<file path="src/rtl/hdmi_timing_pkg.sv">
// Shared constants, widths and state type for the HDMI raster timing path.
// Defaults describe CEA-861 1280x720p60 on a 74.25 MHz pixel clock.
package hdmi_timing_pkg;

   localparam int unsigned H_ACTIVE_720P = 1280;
   localparam int unsigned H_FP_720P     = 110;
   localparam int unsigned H_SYNC_720P   = 40;
   localparam int unsigned H_BP_720P     = 220;
   localparam int unsigned V_ACTIVE_720P = 720;
   localparam int unsigned V_FP_720P     = 5;
   localparam int unsigned V_SYNC_720P   = 5;
   localparam int unsigned V_BP_720P     = 20;

   localparam int unsigned H_TOTAL_720P =
      H_ACTIVE_720P + H_FP_720P + H_SYNC_720P + H_BP_720P;
   localparam int unsigned V_TOTAL_720P =
      V_ACTIVE_720P + V_FP_720P + V_SYNC_720P + V_BP_720P;

   localparam int unsigned X_W = 11;
   localparam int unsigned Y_W = 10;

   typedef enum logic [1:0] {
      IDLE,
      SETTLE,
      RUN
   } vt_state_t;

   // Bits needed to count 0..n-1, never less than one.
   function automatic int unsigned cnt_w(input int unsigned n);
      return (n < 2) ? 1 : $clog2(n);
   endfunction

endpackage

</file>
<file path="src/rtl/timing_axis_counter.sv">
// Wrap counter for one raster axis: counts 0..TOTAL-1 while enabled.
// tc pulses on the enabled cycle that wraps back to zero.
module timing_axis_counter #(
   parameter int unsigned TOTAL = 1650,
   parameter int unsigned W     = 11
) (
   input  logic         clk,
   input  logic         rst,
   input  logic         clr,
   input  logic         en,
   output logic [W-1:0] cnt,
   output logic         tc
);

   localparam logic [W-1:0] LAST = W'(TOTAL - 1);

   assign tc = en && (cnt == LAST);

   // Count on enable, wrap at the last position, clear when idle.
   always_ff @(posedge clk) begin
      if (rst || clr) begin
         cnt <= '0;
      end else if (en) begin
         cnt <= tc ? '0 : cnt + W'(1);
      end
   end

endmodule

</file>
<file path="src/rtl/video_timing_720p.sv">
// Raster timing generator: waits for a settled PLL lock, then scans
// h/v counters and emits registered sync, de, coordinates and strobes.
module video_timing_720p
   import hdmi_timing_pkg::*;
#(
   parameter int unsigned H_ACTIVE      = H_ACTIVE_720P,
   parameter int unsigned H_FP          = H_FP_720P,
   parameter int unsigned H_SYNC        = H_SYNC_720P,
   parameter int unsigned H_BP          = H_BP_720P,
   parameter int unsigned V_ACTIVE      = V_ACTIVE_720P,
   parameter int unsigned V_FP          = V_FP_720P,
   parameter int unsigned V_SYNC        = V_SYNC_720P,
   parameter int unsigned V_BP          = V_BP_720P,
   parameter bit          HSYNC_POL     = 1'b1,
   parameter bit          VSYNC_POL     = 1'b1,
   parameter int unsigned SETTLE_CYCLES = 256
) (
   input  logic           clk,
   input  logic           rst,
   input  logic           lock,
   output logic           hsync,
   output logic           vsync,
   output logic           de,
   output logic [X_W-1:0] x,
   output logic [Y_W-1:0] y,
   output logic           line_start,
   output logic           frame_start,
   output logic           running
);

   localparam int unsigned H_TOTAL = H_ACTIVE + H_FP + H_SYNC + H_BP;
   localparam int unsigned V_TOTAL = V_ACTIVE + V_FP + V_SYNC + V_BP;
   localparam int unsigned HW = cnt_w(H_TOTAL);
   localparam int unsigned VW = cnt_w(V_TOTAL);
   localparam int unsigned SW = cnt_w(SETTLE_CYCLES);

   localparam logic [HW-1:0] H_ACT_C  = HW'(H_ACTIVE);
   localparam logic [HW-1:0] HS_BEG_C = HW'(H_ACTIVE + H_FP);
   localparam logic [HW-1:0] HS_END_C = HW'(H_ACTIVE + H_FP + H_SYNC);
   localparam logic [VW-1:0] V_ACT_C  = VW'(V_ACTIVE);
   localparam logic [VW-1:0] VS_BEG_C = VW'(V_ACTIVE + V_FP);
   localparam logic [VW-1:0] VS_END_C = VW'(V_ACTIVE + V_FP + V_SYNC);
   localparam logic [SW-1:0] SETTLE_LAST = SW'(SETTLE_CYCLES - 1);

   if (H_TOTAL > (1 << X_W) || V_TOTAL > (1 << Y_W)) begin : g_geom_check
      $error("video_timing_720p: raster exceeds coordinate port width");
   end

   vt_state_t      state;
   logic [SW-1:0]  settle_cnt;
   logic [HW-1:0]  h_cnt;
   logic [VW-1:0]  v_cnt;
   logic           h_tc;
   logic           v_tc_unused;
   logic           run;
   logic           act;
   logic           hs_on;
   logic           vs_on;

   assign run   = (state == RUN);
   assign act   = run && (h_cnt < H_ACT_C) && (v_cnt < V_ACT_C);
   assign hs_on = run && (h_cnt >= HS_BEG_C) && (h_cnt < HS_END_C);
   assign vs_on = run && (v_cnt >= VS_BEG_C) && (v_cnt < VS_END_C);

   timing_axis_counter #(
      .TOTAL (H_TOTAL),
      .W     (HW)
   ) u_h_cnt (
      .clk (clk),
      .rst (rst),
      .clr (!run),
      .en  (run),
      .cnt (h_cnt),
      .tc  (h_tc)
   );

   timing_axis_counter #(
      .TOTAL (V_TOTAL),
      .W     (VW)
   ) u_v_cnt (
      .clk (clk),
      .rst (rst),
      .clr (!run),
      .en  (h_tc),
      .cnt (v_cnt),
      .tc  (v_tc_unused)
   );

   // Lock qualifier FSM: settle window after lock, abort on any lock loss.
   always_ff @(posedge clk) begin
      if (rst) begin
         state      <= IDLE;
         settle_cnt <= '0;
         running    <= 1'b0;
      end else begin
         unique case (state)
            IDLE: begin
               settle_cnt <= '0;
               if (lock) state <= SETTLE;
            end
            SETTLE: begin
               if (!lock) begin
                  state      <= IDLE;
                  settle_cnt <= '0;
               end else if (settle_cnt == SETTLE_LAST) begin
                  state      <= RUN;
                  running    <= 1'b1;
                  settle_cnt <= '0;
               end else begin
                  settle_cnt <= settle_cnt + SW'(1);
               end
            end
            RUN: begin
               if (!lock) begin
                  state   <= IDLE;
                  running <= 1'b0;
               end
            end
            default: begin
               state      <= IDLE;
               settle_cnt <= '0;
               running    <= 1'b0;
            end
         endcase
      end
   end

   // Registered raster decode, one cycle behind the counters.
   always_ff @(posedge clk) begin
      if (rst) begin
         hsync       <= ~HSYNC_POL;
         vsync       <= ~VSYNC_POL;
         de          <= 1'b0;
         x           <= '0;
         y           <= '0;
         line_start  <= 1'b0;
         frame_start <= 1'b0;
      end else begin
         hsync       <= hs_on ? HSYNC_POL : ~HSYNC_POL;
         vsync       <= vs_on ? VSYNC_POL : ~VSYNC_POL;
         de          <= act;
         line_start  <= act && (h_cnt == '0);
         frame_start <= act && (h_cnt == '0) && (v_cnt == '0);
         if (act) begin
            x <= X_W'(h_cnt);
            y <= Y_W'(v_cnt);
         end else if (!run) begin
            x <= '0;
            y <= '0;
         end
      end
   end

endmodule

</file>
<file path="config.mk">
export PLATFORM = sky130hd
export DESIGN_NAME = video_timing_720p
export DESIGN_NICKNAME = d
export VERILOG_FILES = /design/src/rtl/hdmi_timing_pkg.sv /design/src/rtl/timing_axis_counter.sv /design/src/rtl/video_timing_720p.sv
export SDC_FILE = /design/constraint.sdc
export NUM_CORES = 1
export LEC_CHECK = 0
export CORE_MARGIN = 3
export CORE_UTILIZATION = 63
export CTS_BUF_LIST = sky130_fd_sc_hd__clkbuf_4
export CTS_CLUSTER_DIAMETER = 100
export DETAILED_ROUTE_END_ITERATION = 16
export GPL_TIMING_DRIVEN = 0
export PLACE_DENSITY = 0.88
export SLEW_MARGIN = 40
export SYNTH_ARGS = -nofsm -noshare
export SYNTH_HDL_FRONTEND = slang
export SYNTH_SLANG_ARGS = --single-unit
</file>
<file path="constraint.sdc">
create_clock -name clk -period 5.36 [get_ports clk]
set_input_delay 0.536 -clock clk [delete_from_list [all_inputs] [get_ports clk]]
set_output_delay 0.536 -clock clk [all_outputs]
set_load 0.005 [all_outputs]
</file>
# == Word level (Yosys, flattened, before mapping) ==
# Index checks and enable logic that the tools add are counted.
# Widths: inputs -> output; s select.
# totals
word_cells,70
reg_bits,58
input_bits,3
# classes
bitwise_logic,1
n_lt_le_gt_ge,6
reduce_logical,17
muxes,20
n_eq_ne,11
addsub,3
# op_table
operator,n
$mux 11,3
$mux 10,3
$lt 11x11->1 const B,2
$lt 10x10->1 const B,2
$mux 8,2
$pmux 8 s2,1
$add 11x1->11 const B,1
$eq 11x11->1 const B,1
$ge 11x11->1 const B,1
$logic_not 11->1,1
$add 10x1->10 const B,1
$eq 10x10->1 const B,1
$ge 10x10->1 const B,1
$logic_and 1x1->1,10
$logic_not 10->1,1
$add 8x1->8 const B,1
$eq 8x8->1 const B,1
$mux 2,4
$ne 2x2->1 const B,4
$pmux 2 s3,1
$mux 1,5
$reduce_and 4->1,1
$ne 3x3->1 const B,1
$pmux 1 s3,1
8 further kinds,8

# == Longest topological paths before layout ==
# depth
word_depth,5
depth_mapped,6

# == Hierarchy ==
# A second synthesis with hierarchy kept.
# hier_totals
cells_unflattened,308
hier_area_um2,2748.9
# modules_own_cells
module,area_each_um2,instances,seq_area_each_um2,cells_per_inst
video_timing_720p,1681.6,1,740.7,193
timing_axis_counter (u_h_cnt),554.3,1,220.2,58
timing_axis_counter (u_v_cnt),513.0,1,200.2,57

# == Least setup slack after synthesis ==
# No wires, ideal clock.
# synth_path
path_kind,register -> register
start,register u_h_cnt.cnt[2]
end,register u_v_cnt.cnt[8]
path_buffers,2
t_required_ns,5.290
setup_slack_ns,3.202
period_less_slack_ns,2.158
path_stages_with_launch,7
arrival_time_ns,2.088
cell_sequence,dfxtp_1 buf_6 or4_4 buf_6 or4_4 or3_1 a21oi_2
# synth_between
elab_chain_cells,4
# synth_lines
element,line,source
"start, declared",timing_axis_counter.sv:11,"output logic [W-1:0] cnt,"
"start signal, assigned",timing_axis_counter.sv:24,cnt <= tc ? '0 : cnt + W'(1);
$eq 11x11->1 *,timing_axis_counter.sv:17,assign tc = en && (cnt == LAST);
$logic_and 1x1->1 *,timing_axis_counter.sv:17,
$logic_and 1x1->1,timing_axis_counter.sv:17,
$mux 10,timing_axis_counter.sv:24,
"end signal, assigned",timing_axis_counter.sv:24,
"end, declared",timing_axis_counter.sv:11,
# Mark *: on every way between the ends. The rest lies on a longest branch, timed or not.
# A chain may end at the register's enable or synchronous reset.

==> flow_summary_export.csv <==
group,metric,value,unit
routing,drt-pass1-iter-count,5,
routing,wl_per_cell,15.5,µm
sta,rsz0062_at_grt,"no",
run,drv_cap,0,
placement,place_area,0.00312,mm²
synth,netlist_instances,330,
placement,dp_hpwl,4.45,mm
layout,layout_commonest_cell,"dfxtp_1",
synth,ys_types,49,
global_routing,busiest_layer,"met2",
critical_path,critPathArrivalTime,2.87,ns
clocking,clkSinkCount,58,
synth,ys_ff_latch,58,
power_and_ir_drop,peakVddDrop,0.000178,V
floorplanning,coreArea,0.00412,mm²
clocking,post_cts_buffers,0,
routing,drt_wl_total,6.58,mm
floorplanning,fp.dieW,72.2,µm
floorplanning,io_pins,30,
synth,yosys-top-cells-area,"dfxtp_1 42%, o21ai_0 6.2%, a21oi_1 5.3%",
critical_path,startpoint_type,"primary input",
floorplanning,dieArea,0.00522,mm²
global_routing,antenna_found_initial,0,
clocking,clock_path_buffers,2,
clocking,clock_latency,0.40,ns
synth,synth_edf_count,0,
clocking,root_buffer,"clkbuf_4",
power_and_ir_drop,finalPower,742,µW
global_routing,grt_util_met3,7.48,%
layout,finalInstanceArea,0.00324,mm²
synth,yosysSeqAreaShare,42.0,%
layout,drive_above_1_share,8.02,%
synth,syn_area,0.00276,mm²
sta,tns,0,ns
layout,multiInputGateArea,0.00144,mm²
synth,avgSynthCellArea,8.38,µm²
power_and_ir_drop,power_leakage,0.00102,µW
synth,yosys_warnings,0,
critical_path,cp_max_fo,9,
sta,tightest_slew,0.770,ns
power_and_ir_drop,powerDensity,229,mW/mm²
synth,yosysTopAreaCellShare,42.0,%
global_routing,grt_max_degree,11,
sta,whs,0.468,ns
clocking,cts_resized,0,
clocking,htreeDepth,3,
sta,layout_min_cycle_time,2.52,ns
sta,max_freq,397,MHz
critical_path,critical_path_class,"in2reg",
global_routing,grt-ovfl-total,0,
layout,fillers,309,
layout,final-seq-area,0.00116,mm²
synth,syn_nets,341,
clocking,numCtsBuffers,9,
clocking,path_clk_slew,0.10,ns
clocking,cts_tree,"done",
routing,routed_via_density,6.15,
sta,relSlewSlack,48.3,%
routing,drt-initial-drc-count,212,
global_routing,grt_use_met2,43.2,%
layout,diodes,0,
clocking,cts_hold_buf,0,
placement,port_buffers,29,
routing,vias,2609,
sta,hold_violations,0,
placement,place.gp.congestion,0.845,
sta,setup_viol_count_final,0,
layout,nets,381,
floorplanning,rows,23,
global_routing,grt_pass1_wl,11.1,mm
global_routing,grt_pass1_vias,2438,
critical_path,worstPathRequired,5.71,ns
layout,area_growth,17.3,%
sta,fin_skew,0.00950,ns
synth,yosys.area.top_type,"dfxtp_1",
global_routing,grt_use_total,27.2,%
routing,final_antenna_net_count,0,
synth,synth-async-reset-ratio,0,%
sta,timing.final.crit_share,47.0,%
floorplanning,die_h,72.2,µm
global_routing,grt_use_met1,34.2,%
critical_path,endpoint_kind,"flop",
routing,drcViolationCount,0,
synth,synthFlopType,"dfxtp_1",
sta,slew_viol_final,0,
status,status,"complete, no violations",
hold_path,hold_class,"reg2reg",
floorplanning,initial_core_util,67.2,%
layout,final_cell_mix,"58 x dfxtp_1, 34 x o21ai_0, 29 x nand3_1, 29 x a21oi_1, 29 x clkdlybuf4s50_1",
area by class of cell:
type | count | share of cell area [%]
multi-input combinational | 234 | 44.4
sequential | 58 | 35.8
timing repair buffer | 29 | 8.95
buffer | 29 | 3.97
clock buffer | 11 | 2.55
tap | 50 | 1.93
clock inverter | 4 | 1.35
inverter | 9 | 1.04
final timing paths:
| path | cells after the start | from | slack (ns) | to |
|---|---|---|---|---|
| worst max-delay path | 6 | rst | 2.84 | frame_start |
| worst min-delay path | 2 | running | 0.47 | running |
| worst max register to register | 6 | u_h_cnt.cnt[3] | 2.96 | u_h_cnt.cnt[10] |
| worst min register to register | 2 | running | 0.47 | running |
metrics by stage:
step           setup WS, ns  std cells  util [%]
4_1_cts                2.87        424      78.8
5_1_grt                2.72        424      78.8
3_5_place_dp           2.48        409      75.7
3_3_place_gp           2.52        409      75.7
2_1_floorplan          3.20        330         -
6_report               2.84        424      78.8
critical path, stage by stage:
cell	delay, ns
clkdlybuf4s50_1	0.48
or3b_2	0.46
clkbuf_1	0.26
or4_1	0.62
nor4b_2	0.32
and3_1	0.20
per-layer routing:
layer  up-vias  routed length [µm]
met1      1214                2860
met5         -                   0
met4         0                 125
met3        18                 470
li1       1265                   -
met2       112                3130
cell usage after synthesis, types with 4 or more instances:
cell type / instances
a21oi_1: 29
and3_1: 4
buf_2: 4
clkbuf_1: 23
dfxtp_1: 58
ha_1: 8
inv_1: 9
nand2_1: 12
nand3_1: 29
nand4_1: 10
nor2_1: 27
nor3_1: 9
nor4_1: 4
o21ai_0: 34
or3_1: 6
xnor2_1: 8
xor2_1: 5
registers in the layout, indices dropped and copies added, names as in the netlist:
signal and flops:
state 2, hsync 1, settle_cnt 8, u_v_cnt.cnt 10, de 1, line_start 1
y 10, running 1, x 11, vsync 1, u_h_cnt.cnt 11, frame_start 1
power breakdown:
group	leakage, µW	switching [µW]	internal (µW)
Combinational	0.000480	3.14	3.42
Clock	0.0000741	157	147
Sequential	0.000467	0.589	431
Total	0.00102	160	582
logic make-up after synthesis:
kind of cell             count (synthesis)  share of synthesized area [%]
flip-flops                              58                           42.0
AO/OA/AOI/OAI                           85                           17.7
buffers and inverters                   38                           5.88
multiplexers                             4                           1.49
AND/OR/NAND/NOR                        124                           25.2
adder cells (fa/ha/maj)                  8                           3.62
XOR/XNOR                                13                           4.12
(Power assumes the default switching activity.)
